`config.mk`:
```
export PLATFORM = sky130hd
export DESIGN_NAME = game_ctl
export DESIGN_NICKNAME = d
export VERILOG_FILES = /design/src/rtl/game_pkg.sv /design/src/rtl/region_click.sv /design/src/rtl/game_ctl.sv
export SDC_FILE = /design/constraint.sdc
export NUM_CORES = 1
export LEC_CHECK = 0
export ABC_CLOCK_PERIOD_IN_PS = 2340
export CAP_MARGIN = 0
export CORE_MARGIN = 2
export CORE_UTILIZATION = 38
export CTS_CLUSTER_SIZE = 14
export DETAILED_ROUTE_END_ITERATION = 16
export PLACE_DENSITY = 0.66
export SYNTH_ARGS = -nofsm -noshare
export SYNTH_HDL_FRONTEND = slang
export SYNTH_SLANG_ARGS = --single-unit
```
`constraint.sdc`:
```
create_clock -name pclk -period 2.34 [get_ports pclk]
set_input_delay 0.702 -clock pclk [delete_from_list [all_inputs] [get_ports pclk]]
set_output_delay 0.702 -clock pclk [all_outputs]
set_load 0.05 [all_outputs]
```
`src/rtl/game_pkg.sv`:
```
// Shared types and constants for the game-flow sequencer.
package game_pkg;

  localparam int unsigned POS_W   = 12;
  localparam int unsigned SCORE_W = 10;
  localparam int unsigned SEC_W   = 8;

  typedef enum logic [1:0] {
    ST_IDLE  = 2'd0,
    ST_WAIT  = 2'd1,
    ST_GAME  = 2'd2,
    ST_SCORE = 2'd3
  } state_e;

  localparam logic [SCORE_W-1:0] SCORE_MAX   = 10'd999;
  localparam logic [POS_W-1:0]   SCORE_BOX_X = 12'd380;
  localparam logic [POS_W-1:0]   SCORE_BOX_Y = 12'd186;

  // Saturating hit counter increment.
  function automatic logic [SCORE_W-1:0] sat_inc(input logic [SCORE_W-1:0] v);
    return (v >= SCORE_MAX) ? SCORE_MAX : v + SCORE_W'(1);
  endfunction

endpackage

```
`src/rtl/region_click.sv`:
```
// Rising-edge click detector qualified by a fixed on-screen rectangle.
module region_click
  import game_pkg::*;
#(
  parameter int unsigned RX = 0,
  parameter int unsigned RY = 0,
  parameter int unsigned RW = 1,
  parameter int unsigned RH = 1
) (
  input  logic             pclk,
  input  logic             rst,
  input  logic [POS_W-1:0] i_xpos,
  input  logic [POS_W-1:0] i_ypos,
  input  logic             i_left,
  output logic             o_click_c
);

  localparam logic [POS_W-1:0] X_LO = POS_W'(RX);
  localparam logic [POS_W-1:0] X_HI = POS_W'(RX + RW);
  localparam logic [POS_W-1:0] Y_LO = POS_W'(RY);
  localparam logic [POS_W-1:0] Y_HI = POS_W'(RY + RH);

  logic r_left_d;
  logic w_inside;

  always_ff @(posedge pclk or negedge rst) begin
    if (!rst) r_left_d <= 1'b0;
    else      r_left_d <= i_left;
  end

  assign w_inside  = (i_xpos >= X_LO) && (i_xpos < X_HI) &&
                     (i_ypos >= Y_LO) && (i_ypos < Y_HI);
  assign o_click_c = i_left & ~r_left_d & w_inside;

endmodule

```
`src/rtl/game_ctl.sv`:
```
// Game-flow sequencer: IDLE -> WAIT -> GAME -> SCORE, round timer, score and text-box placement.
module game_ctl
  import game_pkg::*;
#(
  parameter int unsigned CLK_HZ       = 40_000_000,
  parameter int unsigned GAME_SECONDS = 30,
  parameter int unsigned BTN_X        = 360,
  parameter int unsigned BTN_Y        = 192,
  parameter int unsigned BTN_W        = 128,
  parameter int unsigned BTN_H        = 64,
  parameter int unsigned STOP_X       = 700,
  parameter int unsigned STOP_Y       = 16,
  parameter int unsigned STOP_W       = 80,
  parameter int unsigned STOP_H       = 32
) (
  input  logic               pclk,
  input  logic               rst,
  input  logic [POS_W-1:0]   mouse_xpos,
  input  logic [POS_W-1:0]   mouse_ypos,
  input  logic               mouse_left,
  input  logic               uart_start,
  input  logic               target_hit,
  output logic [1:0]         state,
  output logic               game_active,
  output logic               uart_ready,
  output logic [SEC_W-1:0]   seconds_left,
  output logic [SCORE_W-1:0] score,
  output logic               score_valid,
  output logic [POS_W-1:0]   width_start,
  output logic [POS_W-1:0]   height_start
);

  localparam int unsigned      PRE_W    = (CLK_HZ > 1) ? $clog2(CLK_HZ) : 1;
  localparam logic [PRE_W-1:0] PRE_TC   = PRE_W'(CLK_HZ - 1);
  localparam logic [SEC_W-1:0] SEC_INIT = SEC_W'(GAME_SECONDS);

  state_e             r_state;
  logic               r_game_active;
  logic               r_uart_ready;
  logic               r_score_valid;
  logic               r_peer_rdy;
  logic [SEC_W-1:0]   r_seconds;
  logic [SCORE_W-1:0] r_score;
  logic [PRE_W-1:0]   r_presc;
  logic [POS_W-1:0]   r_box_x;
  logic [POS_W-1:0]   r_box_y;

  state_e             w_next;
  logic               w_start_clk;
  logic               w_stop_clk;
  logic               w_tc;
  logic               w_expire;
  logic               w_enter_game;
  logic               w_to_idle;
  logic [POS_W-1:0]   w_box_x;
  logic [POS_W-1:0]   w_box_y;

  region_click #(.RX(BTN_X), .RY(BTN_Y), .RW(BTN_W), .RH(BTN_H)) u_start_btn (
    .pclk      (pclk),
    .rst       (rst),
    .i_xpos    (mouse_xpos),
    .i_ypos    (mouse_ypos),
    .i_left    (mouse_left),
    .o_click_c (w_start_clk)
  );

  region_click #(.RX(STOP_X), .RY(STOP_Y), .RW(STOP_W), .RH(STOP_H)) u_stop_btn (
    .pclk      (pclk),
    .rst       (rst),
    .i_xpos    (mouse_xpos),
    .i_ypos    (mouse_ypos),
    .i_left    (mouse_left),
    .o_click_c (w_stop_clk)
  );

  assign w_tc         = (r_presc == PRE_TC);
  assign w_expire     = w_tc && (r_seconds == SEC_W'(1));
  assign w_enter_game = (w_next == ST_GAME) && (r_state != ST_GAME);
  assign w_to_idle    = (w_next == ST_IDLE) && (r_state != ST_IDLE);

  // Next state and the text-box placement that goes with it; stop beats expiry.
  always_comb begin
    w_next  = r_state;
    w_box_x = POS_W'(BTN_X);
    w_box_y = POS_W'(BTN_Y);
    case (r_state)
      ST_IDLE:  if (w_start_clk) w_next = ST_WAIT;
      ST_WAIT: begin
        if (w_stop_clk)                     w_next = ST_IDLE;
        else if (r_peer_rdy || uart_start)  w_next = ST_GAME;
      end
      ST_GAME: begin
        if (w_stop_clk)    w_next = ST_IDLE;
        else if (w_expire) w_next = ST_SCORE;
      end
      ST_SCORE: if (w_start_clk) w_next = ST_IDLE;
      default:  w_next = ST_IDLE;
    endcase
    case (w_next)
      ST_GAME: begin
        w_box_x = POS_W'(STOP_X);
        w_box_y = POS_W'(STOP_Y);
      end
      ST_SCORE: begin
        w_box_x = SCORE_BOX_X;
        w_box_y = SCORE_BOX_Y;
      end
      default: ;
    endcase
  end

  always_ff @(posedge pclk or negedge rst) begin
    if (!rst) begin
      r_state       <= ST_IDLE;
      r_game_active <= 1'b0;
      r_uart_ready  <= 1'b0;
      r_score_valid <= 1'b0;
      r_peer_rdy    <= 1'b0;
      r_seconds     <= '0;
      r_score       <= '0;
      r_presc       <= '0;
      r_box_x       <= POS_W'(BTN_X);
      r_box_y       <= POS_W'(BTN_Y);
    end else begin
      r_state       <= w_next;
      r_game_active <= (w_next == ST_GAME);
      r_uart_ready  <= (w_next == ST_WAIT);
      r_score_valid <= (w_next == ST_SCORE) && (r_state != ST_SCORE);
      r_box_x       <= w_box_x;
      r_box_y       <= w_box_y;

      // A ready pulse that moves WAIT to GAME is consumed, not latched.
      if (w_to_idle || w_enter_game)             r_peer_rdy <= 1'b0;
      else if (uart_start && r_state != ST_GAME) r_peer_rdy <= 1'b1;

      if (w_enter_game) begin
        r_score   <= '0;
        r_seconds <= SEC_INIT;
        r_presc   <= '0;
      end else if (r_state == ST_GAME) begin
        if (w_stop_clk) begin
          r_score <= '0;
        end else begin
          r_presc <= w_tc ? '0 : r_presc + PRE_W'(1);
          if (w_tc && r_seconds != '0) r_seconds <= r_seconds - SEC_W'(1);
          if (target_hit)              r_score   <= sat_inc(r_score);
        end
      end
    end
  end

  assign state        = r_state;
  assign game_active  = r_game_active;
  assign uart_ready   = r_uart_ready;
  assign score_valid  = r_score_valid;
  assign seconds_left = r_seconds;
  assign score        = r_score;
  assign width_start  = r_box_x;
  assign height_start = r_box_y;

endmodule

```
==> run_results.csv <==
group,metric,value,unit
power,clockPowerShare,25.5,%
layout,diodes,0,
critical_path,critical_path_class,"in -> reg",
yosys,syn_inst,355,
sta,maxSlewViolCount,0,
layout,nets,474,
routing,firstDrtPassIters,4,
clock_tree,ctsHoldBuffers,0,
clock_tree,cts_root_buffer,"clkbuf_8",
grt,grt_max_degree,25,
grt,antenna_found_initial,0,
power,power_density,588,mW/mm²
sta,timing.hold.ws,0.318,ns
floorplanning,fp.dieW,96.6,µm
power,p_sw,0.000900,W
yosys,async_reset_ff_share,100,%
yosys,synth_edf_count,0,
routing,drt_wl_total,7840,µm
routing,drt_iter0_markers,118,
clock_tree,clk_latency,0.31,ns
sta,rsz0062_at_grt,"false",
clock_tree,htreeDepth,2,
yosys,yosysWarnings,0,
yosys,synth_top_cells_by_count,"53 x dfrtp_1, 40 x nor2_1, 35 x nand2_1",
yosys,synth_most_common_cell,"dfrtp_1",
floorplanning,die_h,96.6,µm
sta,setup_violations,0,
clock_tree,clkTransAtPathRegs,0.10,ns
routing,drcViolationCount,0,
power,power_frac_seq,46.6,%
floorplanning,placementRows,33,
yosys,synth_cell_type_count,56,
grt,grt_usage,18.0,%
floorplanning,core_area,0.00826,mm²
layout,drive_gt1_share,22.4,%
sta,finalHoldViolations,0,
power,p_sw_share,34.8,%
power,peakVddDrop,0.000262,V
clock_tree,clk_path_buf_depth,2,
placed_design,post-dp-hpwl,5740,µm
critical_path,worstPathArrival,2.52,ns
yosys,synth.top_cell.area_share,40.7,%
yosys,synth-seq-area-share,42.4,%
sta,finalClockSkew,0.00813,ns
placed_design,gp_congestion,0.859,
outcome,status,"completed",
sta,period_minus_slack,2.31,ns
floorplanning,ios,76,
routing,drtAntennaViolNets,0,
yosys,netlist_area,0.00326,mm²
grt,grt_pass1_vias,2778,
routing,vias,2853,
sta,slew_headroom,66.3,%
critical_path,crit_path_end_kind,"flop",
power,p_leak,1.95,nW
power,p_int,0.00169,W
sta,fmax,0.433,GHz
critical_path,cp.required,2.55,ns
clock_tree,cts_buffers,5,
critical_path,cp_max_fo,5,
grt,grt_pass1_wl,13200,µm
placed_design,numPortBuffers,57,
sta,period_share,98.7,%
yosys,dominantRegCellSynth,"dfrtp_1",
yosys,avgSynthCellArea,9.17,µm²
placed_design,numPlacedInstances,535,
critical_path,crit_start,"mouse_ypos[7]",
run,cap_violations,0,
yosys,synth_area_leaders,"dfrtp_1 41%, xnor2_1 5.4%, buf_4 4.8%",
layout,fill_cells,752,
hold_path,min_path_type,"in -> async",
clock_tree,cts_tree,"done",
routing,vias_per_cell,5.22,
yosys,synth.largest_area_cell,"dfrtp_1",
floorplanning,start_util,39.4,%
grt,grt_remaining_overflow,0,
clock_tree,cts.sinks,55,
critical_path,rr_startpoint,"r_presc[0]",
sta,tns,0,ns
layout,area_growth_syn_to_layout,35.2,%
critical_path,start_kind,"input port",
routing,wl_per_cell,14.3,µm
yosys,ys_seq_elements,55,
power,comb_power_share,27.9,%
floorplanning,dieArea,0.00932,mm²
layout,fin_cells,547,
sta,worst_pin_slew,0.505,ns
state kept, by name, summed over array words and instances, names as in the netlist:
name	cells
game_active	1
height_start	3
r_peer_rdy	1
r_presc	26
score	10
score_valid	1
seconds_left	8
state	2
u_stop_btn.r_left_d	1
uart_ready	1
width_start	1
cells by family after synthesis:
logic type | Yosys count | share of synthesized area (%)
fa+ha+maj | 4 | 1.54
other cells | 2 | 0.231
simple gates | 169 | 29.6
mux | 6 | 1.84
compound gates | 56 | 11.0
xor+xnor | 22 | 5.92
buf+inv | 41 | 7.57
flops | 55 | 42.4
worst paths after layout:
| kind | end | slack [ns] | depth (start not counted) |
|---|---|---|---|
| max | score[2] | 0.03 | 7 |
| min | seconds_left[3] | 0.32 | 1 |
| max reg2reg | seconds_left[4] | 0.13 | 7 |
| min reg2reg | seconds_left[5] | 0.52 | 1 |
| max in group asynchronous | r_presc[16] | 1.45 | 2 |
| min in group pclk | seconds_left[5] | 0.52 | 1 |
worst max-delay path, cell delays in order:
cell and delay [ns]:
clkdlybuf4s50_1 0.44, or3_4 0.43, a211o_4 0.35, nand3_1 0.13
o21ai_1 0.08, buf_4 0.16, a311oi_1 0.23
layer usage:
layer | GRT usage (%) | up-vias | routed length, µm
li1 | - | 1403 | -
met1 | 23.8 | 1371 | 3490
met2 | 30.6 | 71 | 3840
met3 | 3.03 | 8 | 409
met4 | 4.81 | 0 | 91
met5 | 0 | - | 0
what timing repair did:
| item | CTS | global route |
|---|---|---|
| setup buffers | 4 | 0 |
| pin swaps | 7 | 16 |
| endpoints found under the setup margin | 48 | 52 |
| gates cloned | 1 | 0 |
| gates resized for setup | 23 | 35 |
stage by stage:
step / total power, W / setup slack, ns / area [µm²] / util (%)
after floorplan: 0.00168 / -0.0152 / 3300 / -
after global placement: 0.00192 / -0.506 / 4100 / 49.6
after detailed placement: 0.00195 / -0.555 / 4100 / 49.6
after CTS: 0.00261 / 0.00345 / 4320 / 52.3
after global routing: 0.00275 / 0.00945 / 4400 / 53.3
final: 0.00259 / 0.0310 / 4400 / 53.3
layout by cell type (no fill, tap or decap), types with 12 or more instances in the layout:
cell and n:
nand3_1 16, nand2_1 33, a21oi_1 13, xnor2_1 19
dfrtp_1 52, o21ai_0 12, buf_4 43, conb_1 12
nor2_1 39, clkdlybuf4s50_1 29, dlymetal6s2s_1 13
layout make-up:
type	instances	area, µm²	share of cell area [%]
flip-flops and latches	55	1380	31.4
inverters	9	33.8	0.767
clock buffers	6	82.6	1.88
multi-input cells	269	1790	40.7
well taps	105	131	2.98
repair buffers	101	948	21.5
clock inverters	2	35.0	0.796
power groups by stage:
stage	sequential [W]	combinational, W	clock, W
2_1_floorplan	0.00137	0.000308	0
3_3_place_gp	0.00121	0.000710	0
3_5_place_dp	0.00122	0.000724	0
4_1_cts	0.00120	0.000729	0.000677
5_1_grt	0.00123	0.000801	0.000722
6_report	0.00121	0.000723	0.000659
No activity file was read; power rests on OpenSTA's default activity.
